### src/rtl/cp0_exception_if.sv
// CP0 access bundle between the M stage and the coprocessor-0 unit.
// The M stage drives requests; CP0 returns the redirect, EPC and mfc0 data.
interface cp0_exception_if;
    logic [4:0]  A;
    logic [31:0] DIn;
    logic [31:0] PC;
    logic        BD;
    logic [4:0]  ExcCode;
    logic [5:0]  HWInt;
    logic        We;
    logic        EXLClr;
    logic        IntReq;
    logic [31:0] EPC;
    logic [31:0] DOut;

    modport master (
        output A, DIn, PC, BD, ExcCode, HWInt, We, EXLClr,
        input  IntReq, EPC, DOut
    );

    modport slave (
        input  A, DIn, PC, BD, ExcCode, HWInt, We, EXLClr,
        output IntReq, EPC, DOut
    );
endinterface

### src/rtl/cp0_exception_unit.sv
// Coprocessor-0 registers (SR, Cause, EPC, PRId) and exception/interrupt arbiter.
// Every input describes the instruction currently in M.
module cp0_exception_unit #(
    parameter logic [31:0] PRID_VALUE = 32'h4B58_4800
) (
    input  logic           clk,
    input  logic           rst_n,
    cp0_exception_if.slave bus
);
    localparam logic [0:0] NORMAL  = 1'b0;
    localparam logic [0:0] HANDLER = 1'b1;

    localparam logic [4:0] REG_SR    = 5'd12;
    localparam logic [4:0] REG_CAUSE = 5'd13;
    localparam logic [4:0] REG_EPC   = 5'd14;
    localparam logic [4:0] REG_PRID  = 5'd15;

    logic [5:0]  im;
    logic [0:0]  exl;
    logic        ie;
    logic        cause_bd;
    logic [5:0]  ip;
    logic [4:0]  exc_code;
    logic [31:0] epc;

    logic        int_pend;
    logic        exc_pend;
    logic        int_req;
    logic [31:0] victim;
    logic [31:0] epc_next;
    logic [31:0] sr_word;
    logic [31:0] cause_word;

    assign int_pend = ie && (exl == NORMAL) && |(bus.HWInt & im);
    assign exc_pend = (exl == NORMAL) && (bus.ExcCode != 5'd0);
    assign int_req  = rst_n && (int_pend || exc_pend);

    // A delay-slot victim restarts at its branch, one word earlier.
    assign victim   = {bus.PC[31:2], 2'b00};
    assign epc_next = bus.BD ? victim - 32'd4 : victim;

    assign sr_word    = {16'd0, im, 8'd0, exl, ie};
    assign cause_word = {cause_bd, 15'd0, ip, 3'd0, exc_code, 2'd0};

    always_ff @(posedge clk or negedge rst_n) begin
        if (!rst_n) begin
            im       <= 6'd0;
            exl      <= NORMAL;
            ie       <= 1'b0;
            cause_bd <= 1'b0;
            ip       <= 6'd0;
            exc_code <= 5'd0;
            epc      <= 32'd0;
        end else begin
            ip <= bus.HWInt;
            if (int_req) begin
                exl      <= HANDLER;
                cause_bd <= bus.BD;
                exc_code <= int_pend ? 5'd0 : bus.ExcCode;
                epc      <= epc_next;
            end else if (bus.EXLClr) begin
                exl <= NORMAL;
            end else if (bus.We) begin
                case (bus.A)
                    REG_SR: begin
                        im  <= bus.DIn[15:10];
                        exl <= bus.DIn[1:1];
                        ie  <= bus.DIn[0];
                    end
                    REG_EPC: epc <= {bus.DIn[31:2], 2'b00};
                    default: ;
                endcase
            end
        end
    end

    always_comb begin
        bus.DOut = 32'd0;
        case (bus.A)
            REG_SR:    bus.DOut = sr_word;
            REG_CAUSE: bus.DOut = cause_word;
            REG_EPC:   bus.DOut = epc;
            REG_PRID:  bus.DOut = PRID_VALUE;
            default:   bus.DOut = 32'd0;
        endcase
    end

    assign bus.IntReq = int_req;
    assign bus.EPC    = epc;
endmodule

### src/flat_wrapper.sv
// flat-port wrapper written by rule: the top's interface ports become plain ports
module cp0_exception_unit_flat 
#(
    parameter logic [31:0] PRID_VALUE = 32'h4B58_4800
)
  (clk, rst_n, bus_A, bus_DIn, bus_PC, bus_BD, bus_ExcCode, bus_HWInt, bus_We, bus_EXLClr, bus_IntReq, bus_EPC, bus_DOut);
  cp0_exception_if bus_i ();
  input  logic clk;
  input  logic rst_n;
  input wire logic [$bits(bus_i.A)-1:0] bus_A;
  input wire logic [$bits(bus_i.DIn)-1:0] bus_DIn;
  input wire logic [$bits(bus_i.PC)-1:0] bus_PC;
  input wire logic [$bits(bus_i.BD)-1:0] bus_BD;
  input wire logic [$bits(bus_i.ExcCode)-1:0] bus_ExcCode;
  input wire logic [$bits(bus_i.HWInt)-1:0] bus_HWInt;
  input wire logic [$bits(bus_i.We)-1:0] bus_We;
  input wire logic [$bits(bus_i.EXLClr)-1:0] bus_EXLClr;
  output wire logic [$bits(bus_i.IntReq)-1:0] bus_IntReq;
  output wire logic [$bits(bus_i.EPC)-1:0] bus_EPC;
  output wire logic [$bits(bus_i.DOut)-1:0] bus_DOut;
  assign bus_i.A = bus_A;
  assign bus_i.DIn = bus_DIn;
  assign bus_i.PC = bus_PC;
  assign bus_i.BD = bus_BD;
  assign bus_i.ExcCode = bus_ExcCode;
  assign bus_i.HWInt = bus_HWInt;
  assign bus_i.We = bus_We;
  assign bus_i.EXLClr = bus_EXLClr;
  assign bus_IntReq = bus_i.IntReq;
  assign bus_EPC = bus_i.EPC;
  assign bus_DOut = bus_i.DOut;
  cp0_exception_unit #(.PRID_VALUE(PRID_VALUE)) u_core (.clk(clk), .rst_n(rst_n), .bus(bus_i));
endmodule
### config.mk
export PLATFORM = sky130hd
export DESIGN_NAME = cp0_exception_unit_flat
export DESIGN_NICKNAME = d
export VERILOG_FILES = /design/src/rtl/cp0_exception_if.sv /design/src/rtl/cp0_exception_unit.sv /design/src/flat_wrapper.sv
export SDC_FILE = /design/constraint.sdc
export NUM_CORES = 1
export LEC_CHECK = 0
export BUFFER_PORTS_ARGS = -buffer_cell sky130_fd_sc_hd__buf_2
export CORE_AREA = 2 2 83 85
export DETAILED_ROUTE_END_ITERATION = 12
export DIE_AREA = 0 0 85 87
export HOLD_SLACK_MARGIN = 0.08
export PLACE_DENSITY_LB_ADDON = 0.1
export SLEW_MARGIN = 20
export SYNTH_ARGS = -nofsm -noshare
export SYNTH_HDL_FRONTEND = slang
export SYNTH_SLANG_ARGS = --single-unit
export TNS_END_PERCENT = 30
### constraint.sdc
create_clock -name clk -period 3.73 [get_ports clk]
set_input_delay 0.1865 -clock clk [delete_from_list [all_inputs] [get_ports clk]]
set_output_delay 0.1865 -clock clk [all_outputs]
set_load 0.03 [all_outputs]
==> results.toml <==
[run_status]
status = "complete, no violations"

[final_layout]
nNetsFinal = 572
area_growth_pct = 27.6
n_antenna_cell = 0
layout-drive-gt1-share = 0.353
fin_area_um2 = 4080

[placed_design]
io_buffers = 145
dpl_cell_area_um2 = 3920
dp_hpwl_um = 6220
gp_congestion = 0.818

[route]
drt-total-wl_um = 8370
drc = 0
drt_iter0_markers = 119
postRouteAntennaNets = 0
firstDrtPassIters = 4
num_vias = 3040
wl_per_cell_um = 14.8
avgViaCountPerCell = 5.36

[worst_setup_path]
setup.worst_path.end_class = "output pin"
arrival_ns = 3.00
crit_required_ns = 3.54
critPathKind = "input port to output pin"
crit_fanout = 60
r2r_slack_ns = 0.91
start_kind = "input port"

[grt]
grt_start_max_net_pins = 61
gr-total-overflow = 0
antenna_found_initial = 1
grt_use_total = 0.232
grt_pass1_vias = 2856
grt_pass1_wl_um = 13700

[floorplan]
rows = 30
die-area_um2 = 7400
initial_core_util = 0.487
dieHeight_um = 87
io_pins = 150
fp.coreArea_um2 = 6570
die_w_um = 85

[cts]
htreeDepth = 2
cts.reportedPaths.clkPinSlew_ns = 0.10
cts_buffers = 5
cts_root_buf = "clkbuf_8"
postCtsHoldBufs = 7
cts_tree = "yes"
cts_resized = 0
clk_latency_ns = 0.30
clockBufferDepth = 2
post_cts_buffers = 0
cts_sinks = 50

[pwr]
irDropWorstVdd_uv = 238
power_density_nw_per_um2 = 400
leakage_nw = 1.85

[yosys]
syn-instance-count = 349
async_flop_share = 1.00
yosysSeqAreaShare = 0.391
syn_area_um2 = 3200
synthDistinctLibCells = 45
yosysWarnings = 0
synth_edf_count = 0
synth-seq-cells = 50
synth_area_per_cell_um2 = 9.16
yosys_most_used_dff = "dfrtp_1"

[sta]
rsz0062_at_grt = "false"
period_share = 0.855
hold_viol_final = 0
fmax_mhz = 314
tightestPinTransition_ns = 0.932
skew_ns = 0.00784
post-route-min-period_ns = 3.19
slew-limit-headroom = 0.378
slew_viol_final = 0
setup_tns_ns = 0
finalSetupViolCount = 0

[hold_path]
min_path_type = "input port to flip-flop"

[run]
drv_cap = 0
placed cells by master, fill, tap and decap left out, types with 11 or more instances in the layout:
cell type    n
nor2b_1     29
xnor2_1     24
a211oi_1    27
nand2_1     11
nor3_1      16
a21oi_1     28
buf_2      145
and2_1      13
dfrtp_1     50
mux2i_1     11
nor2_1      41
worst paths after layout:
kind,start,end,depth (start not counted)
max,bus_HWInt[3],bus_IntReq,7
min reg2reg,u_core.exc_code[0],u_core.exc_code[0],1
min in group asynchronous,rst_n,u_core.exc_code[4],3
max reg2reg,u_core.im[3],u_core.bus.EPC[15],6
max in group asynchronous,rst_n,u_core.bus.EPC[20],3
min,bus_DIn[0],u_core.ie,2
logic make-up after synthesis:
| kind of cell | after synthesis | share of synthesized area |
|---|---|---|
| and+or+nand+nor | 140 | 0.254 |
| DFF | 50 | 0.391 |
| other | 1 | 0.00117 |
| xor gates and xnor gates | 27 | 0.0739 |
| muxes | 19 | 0.0626 |
| AOI/OAI and AO/OA | 82 | 0.168 |
| adders and majority gates | 1 | 0.00391 |
| buffers and inverters | 29 | 0.0454 |
registers in the layout, indices dropped and copies added, names as in the netlist:
register         flops
u_core.exc_code      5
u_core.cause_bd      1
u_core.im            6
u_core.ip            6
u_core.exl           1
u_core.ie            1
u_core.bus.EPC      30
synthesized netlist by cell type (all sizes together), types with 3 or more instances:
| library cell | n | area, µm² |
|---|---|---|
| nor4 | 8 | 77.6 |
| dfrtp | 50 | 1250 |
| buf | 12 | 81.3 |
| mux2i | 11 | 110 |
| a22oi | 6 | 45.0 |
| nand2 | 11 | 41.3 |
| inv | 4 | 15.0 |
| xnor2 | 24 | 210 |
| nor2 | 41 | 154 |
| nand2b | 5 | 31.3 |
| clkbuf | 13 | 48.8 |
| nor2b | 29 | 181 |
| xor2 | 3 | 26.3 |
| or3 | 6 | 47.5 |
| a22o | 7 | 61.3 |
| a21oi | 28 | 140 |
| mux2 | 8 | 90.1 |
| a211oi | 27 | 203 |
| o21ai | 9 | 45.0 |
| or4 | 3 | 26.3 |
| and2 | 13 | 81.3 |
| nor4b | 3 | 32.5 |
| nor3 | 16 | 80.1 |
power by group:
part | switching, mW | internal (mW) | total [mW]
sequential | 0.0730 | 0.645 | 0.718
clock | 0.185 | 0.132 | 0.317
combinational | 0.371 | 0.226 | 0.596
total | 0.629 | 1.00 | 1.63
per-stage QoR:
step / total power, mW / util / worst slack (ns) / cells / hold slack, ns
6_report: 1.63 / 0.621 / 0.541 / 567 / 0.107
5_1_grt: 1.74 / 0.621 / 0.339 / 567 / 0.0959
4_1_cts: 1.65 / 0.621 / 0.508 / 567 / 0.0993
3_5_place_dp: 1.32 / 0.597 / 0.891 / 552 / 0.310
3_3_place_gp: 1.31 / 0.597 / 0.947 / 552 / 0.311
2_1_floorplan: 1.12 / - / 1.83 / 350 / -0.109
critical path, cell delays in order:
cell	delay, ns
dlygate4sd3_1	0.53
buf_2	0.13
a22o_1	0.24
o31a_1	0.32
o21ai_1	0.63
inv_2	0.59
buf_2	0.35
area by class of cell:
type                       count  area (µm²)
timing repair buffer         154         811
fill                         623        2490
inverter                       4        15.0
sequential                    50        1250
multi-input combinational    271        1810
clock inverter                 3        21.3
clock buffer                   5        68.8
tap                           80         100
routing by layer:
layer  GRT usage  wire, µm
met3      0.0616       605
met2       0.371      4010
met5           0        13
met1       0.314      3610
met4      0.0592       127
Power figures use the tool's default switching activity.
